### src/rtl/serial_tx.sv
// Serial flit transmitter: start bit, LSB-first data, optional even parity, stop bit.
// Each bit is held for CLKS_PER_BIT cycles; tx, busy and done all come straight from flops.
`ifndef PAYLOAD_SIZE
`define PAYLOAD_SIZE 8
`endif
`ifndef ADDR_SZ
`define ADDR_SZ 4
`endif

module serial_tx #(
    parameter int FLIT_W       = `PAYLOAD_SIZE + `ADDR_SZ,
    parameter int CLKS_PER_BIT = 1,
    parameter int PARITY_EN    = 0
) (
    input  logic              clk,
    input  logic              reset,
    input  logic [FLIT_W-1:0] item_in,
    input  logic              ena,
    output logic              busy,
    output logic              tx,
    output logic              done
);

    localparam int IDX_W = (FLIT_W > 1) ? $clog2(FLIT_W) : 1;
    localparam logic [7:0]       CNT_RELOAD = 8'(CLKS_PER_BIT - 1);
    localparam logic [IDX_W-1:0] IDX_LAST   = IDX_W'(FLIT_W - 1);

    typedef enum logic [2:0] {
        IDLE   = 3'd0,
        START  = 3'd1,
        DATA   = 3'd2,
        PARITY = 3'd3,
        STOP   = 3'd4
    } state_t;

    state_t            state_q, state_d;
    logic [7:0]        cnt_q, cnt_d;
    logic [IDX_W-1:0]  idx_q, idx_d;
    logic [FLIT_W-1:0] shreg_q, shreg_d;
    logic              par_q, par_d;
    logic              tx_q, tx_d;
    logic              busy_q, busy_d;
    logic              done_q, done_d;
    logic              bit_end;

    always_ff @(posedge clk) begin
        if (reset) begin
            state_q <= IDLE;
            cnt_q   <= '0;
            idx_q   <= '0;
            shreg_q <= '0;
            par_q   <= 1'b0;
            tx_q    <= 1'b1;
            busy_q  <= 1'b0;
            done_q  <= 1'b0;
        end else begin
            state_q <= state_d;
            cnt_q   <= cnt_d;
            idx_q   <= idx_d;
            shreg_q <= shreg_d;
            par_q   <= par_d;
            tx_q    <= tx_d;
            busy_q  <= busy_d;
            done_q  <= done_d;
        end
    end

    always_comb begin
        state_d = state_q;
        cnt_d   = cnt_q;
        idx_d   = idx_q;
        shreg_d = shreg_q;
        par_d   = par_q;
        bit_end = (cnt_q == 8'd0);
        if (state_q != IDLE && !bit_end) begin
            cnt_d = cnt_q - 1'b1;
        end
        case (state_q)
            IDLE: begin
                // The flit and its parity are captured here so later item_in changes cannot leak in.
                if (ena) begin
                    state_d = START;
                    cnt_d   = CNT_RELOAD;
                    idx_d   = '0;
                    shreg_d = item_in;
                    par_d   = ^item_in;
                end
            end
            START: begin
                if (bit_end) begin
                    state_d = DATA;
                    cnt_d   = CNT_RELOAD;
                end
            end
            DATA: begin
                if (bit_end) begin
                    cnt_d   = CNT_RELOAD;
                    shreg_d = shreg_q >> 1;
                    if (idx_q == IDX_LAST) begin
                        state_d = (PARITY_EN != 0) ? PARITY : STOP;
                    end else begin
                        idx_d = idx_q + 1'b1;
                    end
                end
            end
            PARITY: begin
                if (bit_end) begin
                    state_d = STOP;
                    cnt_d   = CNT_RELOAD;
                end
            end
            STOP: begin
                if (bit_end) begin
                    state_d = IDLE;
                end
            end
            default: state_d = IDLE;
        endcase
    end

    // Outputs are derived from the next state so the registered values line up with state_q.
    always_comb begin
        tx_d = 1'b1;
        case (state_d)
            START:   tx_d = 1'b0;
            DATA:    tx_d = shreg_d[0];
            PARITY:  tx_d = par_d;
            default: tx_d = 1'b1;
        endcase
        busy_d = (state_d != IDLE);
        done_d = (state_d == STOP) && (cnt_d == 8'd0);
    end

    assign tx   = tx_q;
    assign busy = busy_q;
    assign done = done_q;

endmodule

### config.mk
export PLATFORM = sky130hd
export DESIGN_NAME = serial_tx
export DESIGN_NICKNAME = d
export VERILOG_FILES = /design/src/rtl/serial_tx.sv
export SDC_FILE = /design/constraint.sdc
export NUM_CORES = 1
export LEC_CHECK = 0
export ABC_AREA = 1
export CAP_MARGIN = 40
export CORE_MARGIN = 2
export CORE_UTILIZATION = 40
export CTS_CLUSTER_SIZE = 16
export DETAILED_ROUTE_END_ITERATION = 12
export MAX_ROUTING_LAYER = met4
export PLACE_DENSITY = 0.66
export SYNTH_ARGS = -nofsm -noshare
export SYNTH_HDL_FRONTEND = slang
export SYNTH_SLANG_ARGS = --single-unit
### constraint.sdc
create_clock -name clk -period 2.4 [get_ports clk]
set_input_delay 0.36 -clock clk [delete_from_list [all_inputs] [get_ports clk]]
set_output_delay 0.36 -clock clk [all_outputs]
set_load 0.01 [all_outputs]
==> Yosys cells after proc, flatten, opt, wreduce, memory -nomap -nowiden <==
Cells that the tools add are included.
{ "word_totals": {"regBits": 31, "in_bits": 15, "output_inout_bits": 3, "elab_cells": 57} }
{ "classes": {"add_sub_neg": 2, "n_eq_ne": 12, "n_mux": 21, "reduce_logical": 13} }
{ "ops": {"columns": ["operator", "count"], "rows": [
  ["$mux W12", 2],
  ["$mux W8", 3],
  ["$pmux W12 S2", 1],
  ["$mux W3", 6],
  ["$logic_not A8 Y1", 2],
  ["$pmux W8 S2", 1],
  ["$pmux W3 S5", 1],
  ["$eq A3 B2 Y1 const B", 4],
  ["$mux W4", 3],
  ["$reduce_xor A12 Y1", 1],
  ["$pmux W4 S2", 1],
  ["$sub A8 B1 Y8 const B", 1],
  ["$eq A3 B1 Y1 const B", 2],
  ["$eq A3 B3 Y1 const B", 2],
  ["$ne A2 B2 Y1 const B", 3],
  ["$reduce_bool A3 Y1", 2],
  ["$add A4 B1 Y4 const B", 1],
  ["$eq A4 B4 Y1 const B", 1],
  ["$reduce_and A4 Y1", 1],
  ["$logic_not A3 Y1", 1],
  ["$pmux W1 S3", 1],
  ["$reduce_and A3 Y1", 1],
  ["$reduce_or A3 Y1", 1],
  ["$logic_and A1 B1 Y1", 2],
  ["3 further kinds", 4]
]} }

==> Logic depth before layout (Yosys ltp) <==
Gate-level depths: netlist of run 1.
{ "logic_depth": {"depth_word": 8, "mapped_depth": 12, "ltp_nobuf": 12} }

==> Least setup slack after synthesis of run 1 <==
OpenSTA, ideal clock, no wires.
{ "synth_timing": {"path_type": "reg2reg", "startpoint": "reg cnt_q[0]", "endpoint": "reg idx_q[0]", "setup_time_ns": 0.116, "t_arrival_ns": 1.345, "t_required_ns": 2.284, "setup_slack_ns": 0.939, "stages_incl_launch_ff": 10, "path_buffers": 0, "synth_period_minus_slack_ns": 1.461, "path_cell_list": "dfxtp_1 -> inv_1 -> ha_1 -> nand2_4 -> inv_2 -> nand2_4 -> nor2_8 -> o21bai_4 -> inv_2 -> o211a_1"} }
{ "synth_via": {"elab_chain_len": 3} }
{ "synth_lines": {"columns": ["item", "line", "text"], "rows": [
  ["from (decl)", "37", "logic [7:0] cnt_q, cnt_d;"],
  ["from (signal assigned)", "58", "cnt_q <= cnt_d;"],
  ["$logic_not A8 Y1", "74", "bit_end = (cnt_q == 8'd0);"],
  ["$ne A2 B2 Y1 (no source line)", null, null],
  ["$reduce_and A4 Y1 (no source line)", null, null],
  ["to (signal assigned)", "59", "idx_q <= idx_d;"],
  ["to (decl)", "38", "logic [IDX_W-1:0] idx_q, idx_d;"]
]} }
Every way passes these cells.
A chain may end at the register's enable or synchronous reset.

==> Worst setup path after layout of run 1 <==
{ "layout_timing": {"startpoint": "reg cnt_q[0]", "endpoint": "reg tx_q, in the netlist tx"} }
{ "layout_via": {"elab_chain_len": 5, "elab_cells_between_ends": 12, "cone_classes": "eq/ne: 3; mux: 8; reduce/logical: 1"} }
{ "layout_lines": {"columns": ["item", "line", "text"], "rows": [
  ["$logic_not A8 Y1 (*)", "74", null],
  ["$mux W3 (on tied branches)", null, null],
  ["$pmux W3 S5", "78", "case (state_q)"],
  ["$eq A3 B2 Y1 / $eq A3 B1 Y1 (equally long branches)", "124", "case (state_d)"],
  ["$pmux W1 S3 (*)", "124", null],
  ["to (signal assigned)", "62", "tx_q <= tx_d;"],
  ["to (decl)", "41", "logic tx_q, tx_d;"]
]} }
Mark *: on every way between the ends. The rest lies on a longest branch, timed or not. The select of a mux whose other input is x is not followed.

==> results.txt, run 1 <==
- Setup repair after global routing missed its margin: false
* Sequential area share after synthesis: 0.327
- Number of nets with antenna violations after routing: 0
* Global-route wire length before repair: 6.42 mm
- Area of all placed cells without fillers: 0.00218 sq mm
* Reg2reg path depth: 11
- Hold_buf cts: 0
* DRC violations left: 0
- The die is 72.8 microns wide.
- Post-synth EDFFs: 0
* Clk sink count: 31
- Synth warn: 0
- Area of the placeable core: 0.00466 sq mm
* Share of synthesized registers carrying an async set or reset: 0
- The congestion estimate from routability-driven global placement came to 0.847.
- Number of antenna violations at the first check in global routing: 0
- Following the worst setup path forward leads to its endpoint at tx.
- Counting every net in the synthesized netlist gives 283.
- CTS buffer count: 5
* Period utilization: 0.724
* Number of cells produced by synthesis: 265
- Worst slew margin relative to its limit: 0.745
* Total Wirelength: 3.82 mm
* Post-layout minimum cycle time: 1.74 ns
* Signal arrival time at the worst endpoint: 1.91 ns
- Of the cells placed in the final design, the portion with a size suffix greater than 1 is 0.145.
- Area Overhead vs Synth: 15.0%
- Count of max-cap constraint violations: 0
* DPL Wire Length: 2.92 mm
- TritonCTS built the clock tree.
* Overall routing resource usage: 0.161
* DIE AREA: 0.00531 sq mm
- Critical path startpoint category: flip-flop
* Number of cells after detailed placement: 329
- In this design, the critical path's most frequently occurring cell is sky130_fd_sc_hd__nand2_1.
- The run finished with clean final reports.
- Setup Total Neg Slack: 0 ns
- Power spread over the standard cell area amounts to 555 mW/mm^2.
- Path length in cells of the critical path: 11
- The first TritonRoute pass finished after 4 iterations.
- Each instance of the synthesized netlist takes up on average 7.15 sq um.
- Clock latency on the worst-skew pair, taken at its later pin, is 0.28 ns.
- The clock passes through at most 2 buffers.
* Number of vias in the routed layout: 1644
- Cell class contributing the biggest share of worst-path delay: simple AND/OR/NAND/NOR gates
* Area of placed instances: 0.00209 sq mm
- Library cell contributing the largest single delay on the critical path: sky130_fd_sc_hd__dfxtp_1
- After the first detailed-routing iteration, the DRC count stood at 71.
* Reg-to-reg setup timing slack: 0.66 ns
- Post-CTS repair changed the size of 0 cells.
- STA classifies the critical path endpoint as a flip-flop.
* Clock Skew: 0.00435 ns
- Vias in the first global route: 1440
* Post-detailed-route via-to-cell ratio: 4.89
- Total power draw: 1.21 mW
- After global routing the overflow that remains totals 0.
- The analysis attributes to cell leakage a power of 0.931 nW.
- For this run, the top clock speed supported by timing is 576 MHz.
- The critical path goes through inv_1, ha_1, nand2_4, inv_2, nand2_4, nor2_8, nor2_4, nand2_1, nand2_1, a21oi_1, nand2_1.
- From bottom edge to top edge, the die measures 72.8 microns.
- Clock tree synthesis selected as its root buffer the cell sky130_fd_sc_hd__clkbuf_8.
* Highest net fanout along the worst path: 13
- Number of library cell types mapped by synthesis: 38
- After clock tree synthesis, the clock-pin slew on the worst setup and hold paths is 0.06 ns.
- Among all flip-flop cells after synthesis, the most frequent one is sky130_fd_sc_hd__dfxtp_1.
* Reg2reg end: tx
- In this run the cell area of the synthesized design comes to 0.00190 sq mm.
* Slew Limit Fails: 0
* Delay of the slowest cell on the worst path: 0.32 ns
- Number of top-level pins: 18
* Buffering stage count on the worst path with inverters included: 2
- The count of final hold-check violations was 0.
* Pin count of the biggest net entering global routing: 25
- Post-CTS setup buffer count: 0
- Number of nets in the layout: 300
* Avg WL per Cell: 11.4 microns
- Required time of the critical path: 2.58 ns
- ANT cells: 0
- Maximum level of the CTS H-tree: 2
- Number of standard cells in the final layout excluding fillers: 336
* Most used cells in the layout excluding fill and tap cells: 73 x sky130_fd_sc_hd__nand2_1, 31 x sky130_fd_sc_hd__dfxtp_1, 23 x sky130_fd_sc_hd__nor2_1
- The worst setup path is of the reg2reg kind.
* Maximum vdd ir drop: 0.000288 V
* Type of the most critical hold path: reg2reg
- The initial utilization of the core area, before any placement, comes to 0.407.
* Commonest non-fill, non-tap cell in the layout: sky130_fd_sc_hd__nand2_1
- Worst Max-Slew Pin Slew: 0.380 ns
- Site row count: 25
* Launch instance of the worst register-to-register path: cnt_q[0]
- Utilization after layout: 0.468
* Synth Register Bits: 31
* PortBufs: 17
- Total setup violations reported at the end of the flow: 0
* Timing startpoint of the critical path: cnt_q[0]
## cell usage after synthesis (all sizes together), types with 2 or more instances
| cell type | n | share of area |
|---|---|---|
| nand2 | 82 | 0.19 |
| nor2 | 33 | 0.096 |
| dfxtp | 31 | 0.33 |
| inv | 27 | 0.055 |
| nand3 | 21 | 0.058 |
| a21oi | 14 | 0.039 |
| a22oi | 8 | 0.034 |
| o21ai | 7 | 0.020 |
| xnor2 | 7 | 0.032 |
| xor2 | 7 | 0.032 |
| buf | 6 | 0.021 |
| nor3 | 4 | 0.011 |
| a31oi | 3 | 0.0099 |
| ha | 3 | 0.020 |
| o21bai | 3 | 0.018 |
| clkbuf | 2 | 0.0040 |
| nand4 | 2 | 0.0066 |
## state kept, by name (all words and copies together) (netlist names)
| register | cells |
|---|---|
| done | 1 |
| shreg_q | 12 |
| idx_q | 4 |
| busy | 1 |
| cnt_q | 8 |
| state_q | 3 |
| tx | 1 |
| par_q | 1 |
## how the worst min path moves through the flow
stage	cells after the start	slack, ns	from	to
finish	2	0.47	shreg_q[5]	shreg_q[5]
floorplan	2	0.44	shreg_q[11]	shreg_q[11]
global placement	2	0.45	shreg_q[8]	shreg_q[8]
detailed placement	2	0.46	shreg_q[8]	shreg_q[8]
global route	2	0.48	shreg_q[9]	shreg_q[9]
CTS	2	0.47	shreg_q[8]	shreg_q[8]
## routing by layer
layer / track usage / vias to the layer above / part of all wire
met3: 0.0456 / 6 / 0.043
met5: - / - / 0
met2: 0.255 / 35 / 0.45
li1: - / 888 / -
met4: 0.0494 / 0 / 0.012
met1: 0.201 / 715 / 0.50
## cell families after synthesis
group,after synthesis,synth area share
AOI/OAI and AO/OA,38,0.137
xor gates and xnor gates,14,0.0647
adders and majority gates,3,0.0198
buffers and inverters,35,0.0799
DFF,31,0.327
and+or+nand+nor,144,0.372
## power breakdown
part | switching (mW) | leakage [nW] | internal [mW]
logic | 0.145 | 0.631 | 0.103
clock network | 0.178 | 0.0470 | 0.224
registers | 0.0167 | 0.253 | 0.543
total | 0.340 | 0.931 | 0.871
## worst register-to-register path, cell delays in order, from the launching register on
cell and delay [ns]:
sky130_fd_sc_hd__dfxtp_1 0.32, sky130_fd_sc_hd__inv_1 0.12, sky130_fd_sc_hd__ha_1 0.21, sky130_fd_sc_hd__nand2_4 0.09, sky130_fd_sc_hd__inv_2 0.07, sky130_fd_sc_hd__nand2_4 0.11
sky130_fd_sc_hd__nor2_8 0.24, sky130_fd_sc_hd__nor2_4 0.12, sky130_fd_sc_hd__nand2_1 0.09, sky130_fd_sc_hd__nand2_1 0.06, sky130_fd_sc_hd__a21oi_1 0.15, sky130_fd_sc_hd__nand2_1 0.06
## layout make-up
cell class              instances  area [sq um]
clock inverters                 1          5.00
well taps                      54          67.6
inverters                      27           104
fillers                       464          2480
flip-flops and latches         31           621
clock buffers                   6          82.6
multi-input cells             199          1120
repair buffers                 18           178
## stage by stage
stage,hold WS (ns),setup WS [ns]
after floorplan,0.439,0.939
after global placement,0.454,0.589
after detailed placement,0.459,0.600
after CTS,0.468,0.671
after global routing,0.479,0.508
final,0.466,0.663
No activity file was read; power rests on OpenSTA's default activity.
==> inputs of run 2 (changes only) <==
--- a/config.mk
+++ b/config.mk
@@ -12,7 +12,7 @@
 export CTS_CLUSTER_SIZE = 16
 export DETAILED_ROUTE_END_ITERATION = 12
 export MAX_ROUTING_LAYER = met4
-export PLACE_DENSITY = 0.66
+export PLACE_DENSITY = 0.68
 export SYNTH_ARGS = -nofsm -noshare
 export SYNTH_HDL_FRONTEND = slang
 export SYNTH_SLANG_ARGS = --single-unit
==> constraint.sdc (replaced) <==
create_clock -name clk -period 1.58 [get_ports clk]
set_input_delay 0.237 -clock clk [delete_from_list [all_inputs] [get_ports clk]]
set_output_delay 0.237 -clock clk [all_outputs]
set_load 0.01 [all_outputs]
==> results.txt, run 2 (synthesis gave the netlist of run 1 again) <==
* Vias in the first global route: 1572 (was 1440)
- Area Overhead vs Synth: 29.0% (was 15.0%)
- Type of the most critical hold path: reg2reg (unchanged)
* Reg2reg path depth: 10 (was 11)
- The combinational share of power is 0.228 (was 0.205).
- The diode insertion count for antenna repair was 0 (unchanged).
- The category of the worst setup path capture point is a flip-flop (unchanged).
- The sequential power share is 0.442 (was 0.463).
* Violation count after the first detailed-route iteration: 54 (was 71)
- The clock-pin slew of the registers on the worst-case setup and hold paths came to 0.07 ns (was 0.06 ns).
- The total vias in the final route came to 1776 (was 1644).
- The largest voltage drop on the vdd net was 0.000393 V (was 0.000288 V).
* Total setup violations reported at the end of the flow: 0 (unchanged)
- Final Wtd Congestion: 0.862 (was 0.847)
- Overflow left after global routing: 0 (unchanged)
- Largest registers in the final layout: shreg_q x12, cnt_q x8, idx_q x4 (unchanged)
- The HPWL after detailed placement is 2.99 mm (was 2.92 mm).
- CTS buffer count: 5 (unchanged)
- The total length of routed wires was 4.12 mm (was 3.82 mm).
- Chip Width: 72.8 microns (unchanged)
* Clk sink count: 31 (unchanged)
* Largest register by flop count: shreg_q (unchanged)
- The placeable core region came to 0.00466 sq mm (unchanged).
* Utilization after layout: 0.525 (was 0.468)
* Hold Violations, Final: 0 (unchanged)
- Period utilization: 0.971 (was 0.724)
- The worst-case headroom to the max-slew limit was 0.810 (was 0.745).
- The worst min-delay path endpoint is shreg_q[4] (was shreg_q[5]).
- Proportion of layout cells with a drive suffix above 1: 0.256 (was 0.145)
- Site row count: 25 (unchanged)
* Fill cell count: 452 (was 464)
- Status: finished clean (unchanged).
- Worst slack on hold paths: 0.464 ns (was 0.466 ns)
* Startpoint of the tightest hold check path: shreg_q[4] (was shreg_q[5])
- The remaining antenna violation count after routing is 0 (unchanged).
- The total iterations of the first detailed-routing run came to 4 (unchanged).
* Reg2reg end: tx (unchanged)
- Reg-to-reg setup timing slack: 0.05 ns (was 0.66 ns)
- Slew Limit Fails: 0 (unchanged)
- Number of antenna violations at the first check in global routing: 0 (unchanged)
- Commonest non-fill, non-tap cell in the layout: sky130_fd_sc_hd__nand2_1 (unchanged)
- The number of design rule violations left after detail routing was 0 (unchanged).
* Maximum level of the CTS H-tree: 2 (unchanged)
* Chip Height: 72.8 microns (unchanged)
- Clock Skew: 0.0116 ns (was 0.00435 ns)
- Initial Utilization: 0.407 (unchanged)
- PortBufs: 17 (unchanged)
- The total routing usage reported by global routing is 0.167 (was 0.161).
- DIE AREA: 0.00531 sq mm (unchanged)
- The leakage power is 1.07 nW (was 0.931 nW).
* Maximum achievable frequency: 652 MHz (was 576 MHz)
- Post-layout minimum cycle time: 1.53 ns (was 1.74 ns)
- The power density over cell area was 784 mW/mm^2 (was 555 mW/mm^2).
- Clk root buf: sky130_fd_sc_hd__clkbuf_8 (unchanged)
- Clock power share: 0.330 (was 0.332)
* Number of standard cells in the final layout excluding fillers: 362 (was 336)
- Most used cells in the layout excluding fill and tap cells: 72 x sky130_fd_sc_hd__nand2_1, 29 x sky130_fd_sc_hd__dfxtp_1, 27 x sky130_fd_sc_hd__buf_4 (was 73 x sky130_fd_sc_hd__nand2_1, 31 x sky130_fd_sc_hd__dfxtp_1, 23 x sky130_fd_sc_hd__nor2_1).
* Internal Pwr Total: 1.36 mW (was 0.871 mW)
- The post-detailed-route wirelength per cell was 11.4 microns (about the same).
- The switching power of the nets was 0.554 mW (was 0.340 mW).
- The transition at the pin with the smallest max-transition slack came to 0.284 ns (was 0.380 ns).
- Hold_buf cts: 0 (unchanged)
- Clk Latency, worst-skew pair: 0.29 ns (was 0.28 ns)
* Global-route wire length before repair: 6.80 mm (was 6.42 mm)
- Switching part of the total power: 0.289 (was 0.281)
* Signal arrival time at the worst endpoint: 1.71 ns (was 1.91 ns)
- The TritonCTS clock tree is yes (unchanged).
- The total of max-cap violations is 0 (unchanged).
- The largest net degree at the start of global routing was 17 (was 25).
- The number of vias per cell is 4.91 (was 4.89).
- The number of nets in the layout came to 326 (was 300).
- The maximum count of clock buffers along a single path is 2 (unchanged).
- The depth of the worst hold-timing path is 2 (unchanged).
- Category of the critical setup timing path: reg2reg (unchanged)
- Max FFs per register: 12 (unchanged)
* Number of cells after detailed placement: 354 (was 329)
- The worst reg2reg path startpoint was state_q[2] (was cnt_q[0]).
- The largest fanout on the critical path is 7 (was 13).
- Critical path startpoint category: flip-flop (unchanged)
* Number of top-level pins: 18 (unchanged)
* Required time of the critical path: 1.76 ns (was 2.58 ns)
run 2: metrics by stage:
step	cell area (sq um)	setup TNS, ns	power (mW)	setup slack (ns)
2_1_floorplan	1900	0	1.15	0.119
3_3_place_gp	2280	-0.125	1.29	-0.0672
3_5_place_dp	2280	-0.213	1.29	-0.117
4_1_cts	2380	0	1.92	0.0262
5_1_grt	2450	-0.0280	2.02	-0.0212
6_report	2450	0	1.92	0.0463
run 2: what timing repair did:
item / CTS / global route
gates resized for setup: 1 / 19
pin swaps: 0 / 8
endpoints found under the setup margin: 1 / 19
buffers inserted: 0 / 1
run 2: power by group through the flow:
stage / clock [mW] / sequential [mW] / combinational [mW]
finish: 0.633 / 0.847 / 0.437
global route: 0.682 / 0.852 / 0.486
CTS: 0.642 / 0.848 / 0.427
detailed placement: 0 / 0.865 / 0.424
global placement: 0 / 0.865 / 0.422
floorplan: 0 / 0.865 / 0.281
run 2: worst max-delay path by stage:
| stage | slack [ns] | endpoint | depth (start not counted) | from |
|---|---|---|---|---|
| after floorplan | 0.12 | idx_q[0] | 9 | cnt_q[0] |
| after global placement | -0.07 | tx | 11 | item_in[7] |
| after detailed placement | -0.12 | tx | 11 | item_in[7] |
| after CTS | 0.03 | done | 12 | cnt_q[0] |
| after global routing | -0.02 | done | 10 | cnt_q[2] |
| final | 0.05 | tx | 10 | state_q[2] |
run 2: per-layer routing:
layer / track usage / routed length, microns / vias up / part of all wire
met1: 0.212 / 1970 / 807 / 0.48
met2: 0.264 / 1960 / 26 / 0.48
met3: 0.0373 / 130 / 7 / 0.032
met4: 0.0576 / 58 / 0 / 0.014
li1: - / - / 936 / -
met5: - / 0 / - / 0
run 2: final cells by class:
cell class	count	area [sq um]	area share
Timing Repair Buffer	44	373	0.152
Tap cell	54	67.6	0.0276
Sequential cell	31	626	0.256
Multi-Input combinational cell	199	1180	0.483
Inverter	27	111	0.0455
Clock inverter	1	5.00	0.00205
Clock buffer	6	82.6	0.0338
run 2: worst max-delay path, cell delays in order (launching register included):
cell	delay, ns
sky130_fd_sc_hd__dfxtp_4	0.38
sky130_fd_sc_hd__nor2_4	0.21
sky130_fd_sc_hd__nand2_4	0.10
sky130_fd_sc_hd__inv_2	0.11
sky130_fd_sc_hd__nand2_4	0.07
sky130_fd_sc_hd__inv_6	0.10
sky130_fd_sc_hd__a21oi_2	0.05
sky130_fd_sc_hd__nand3_1	0.14
sky130_fd_sc_hd__nand2_1	0.09
sky130_fd_sc_hd__a21oi_1	0.12
sky130_fd_sc_hd__nand2_1	0.06
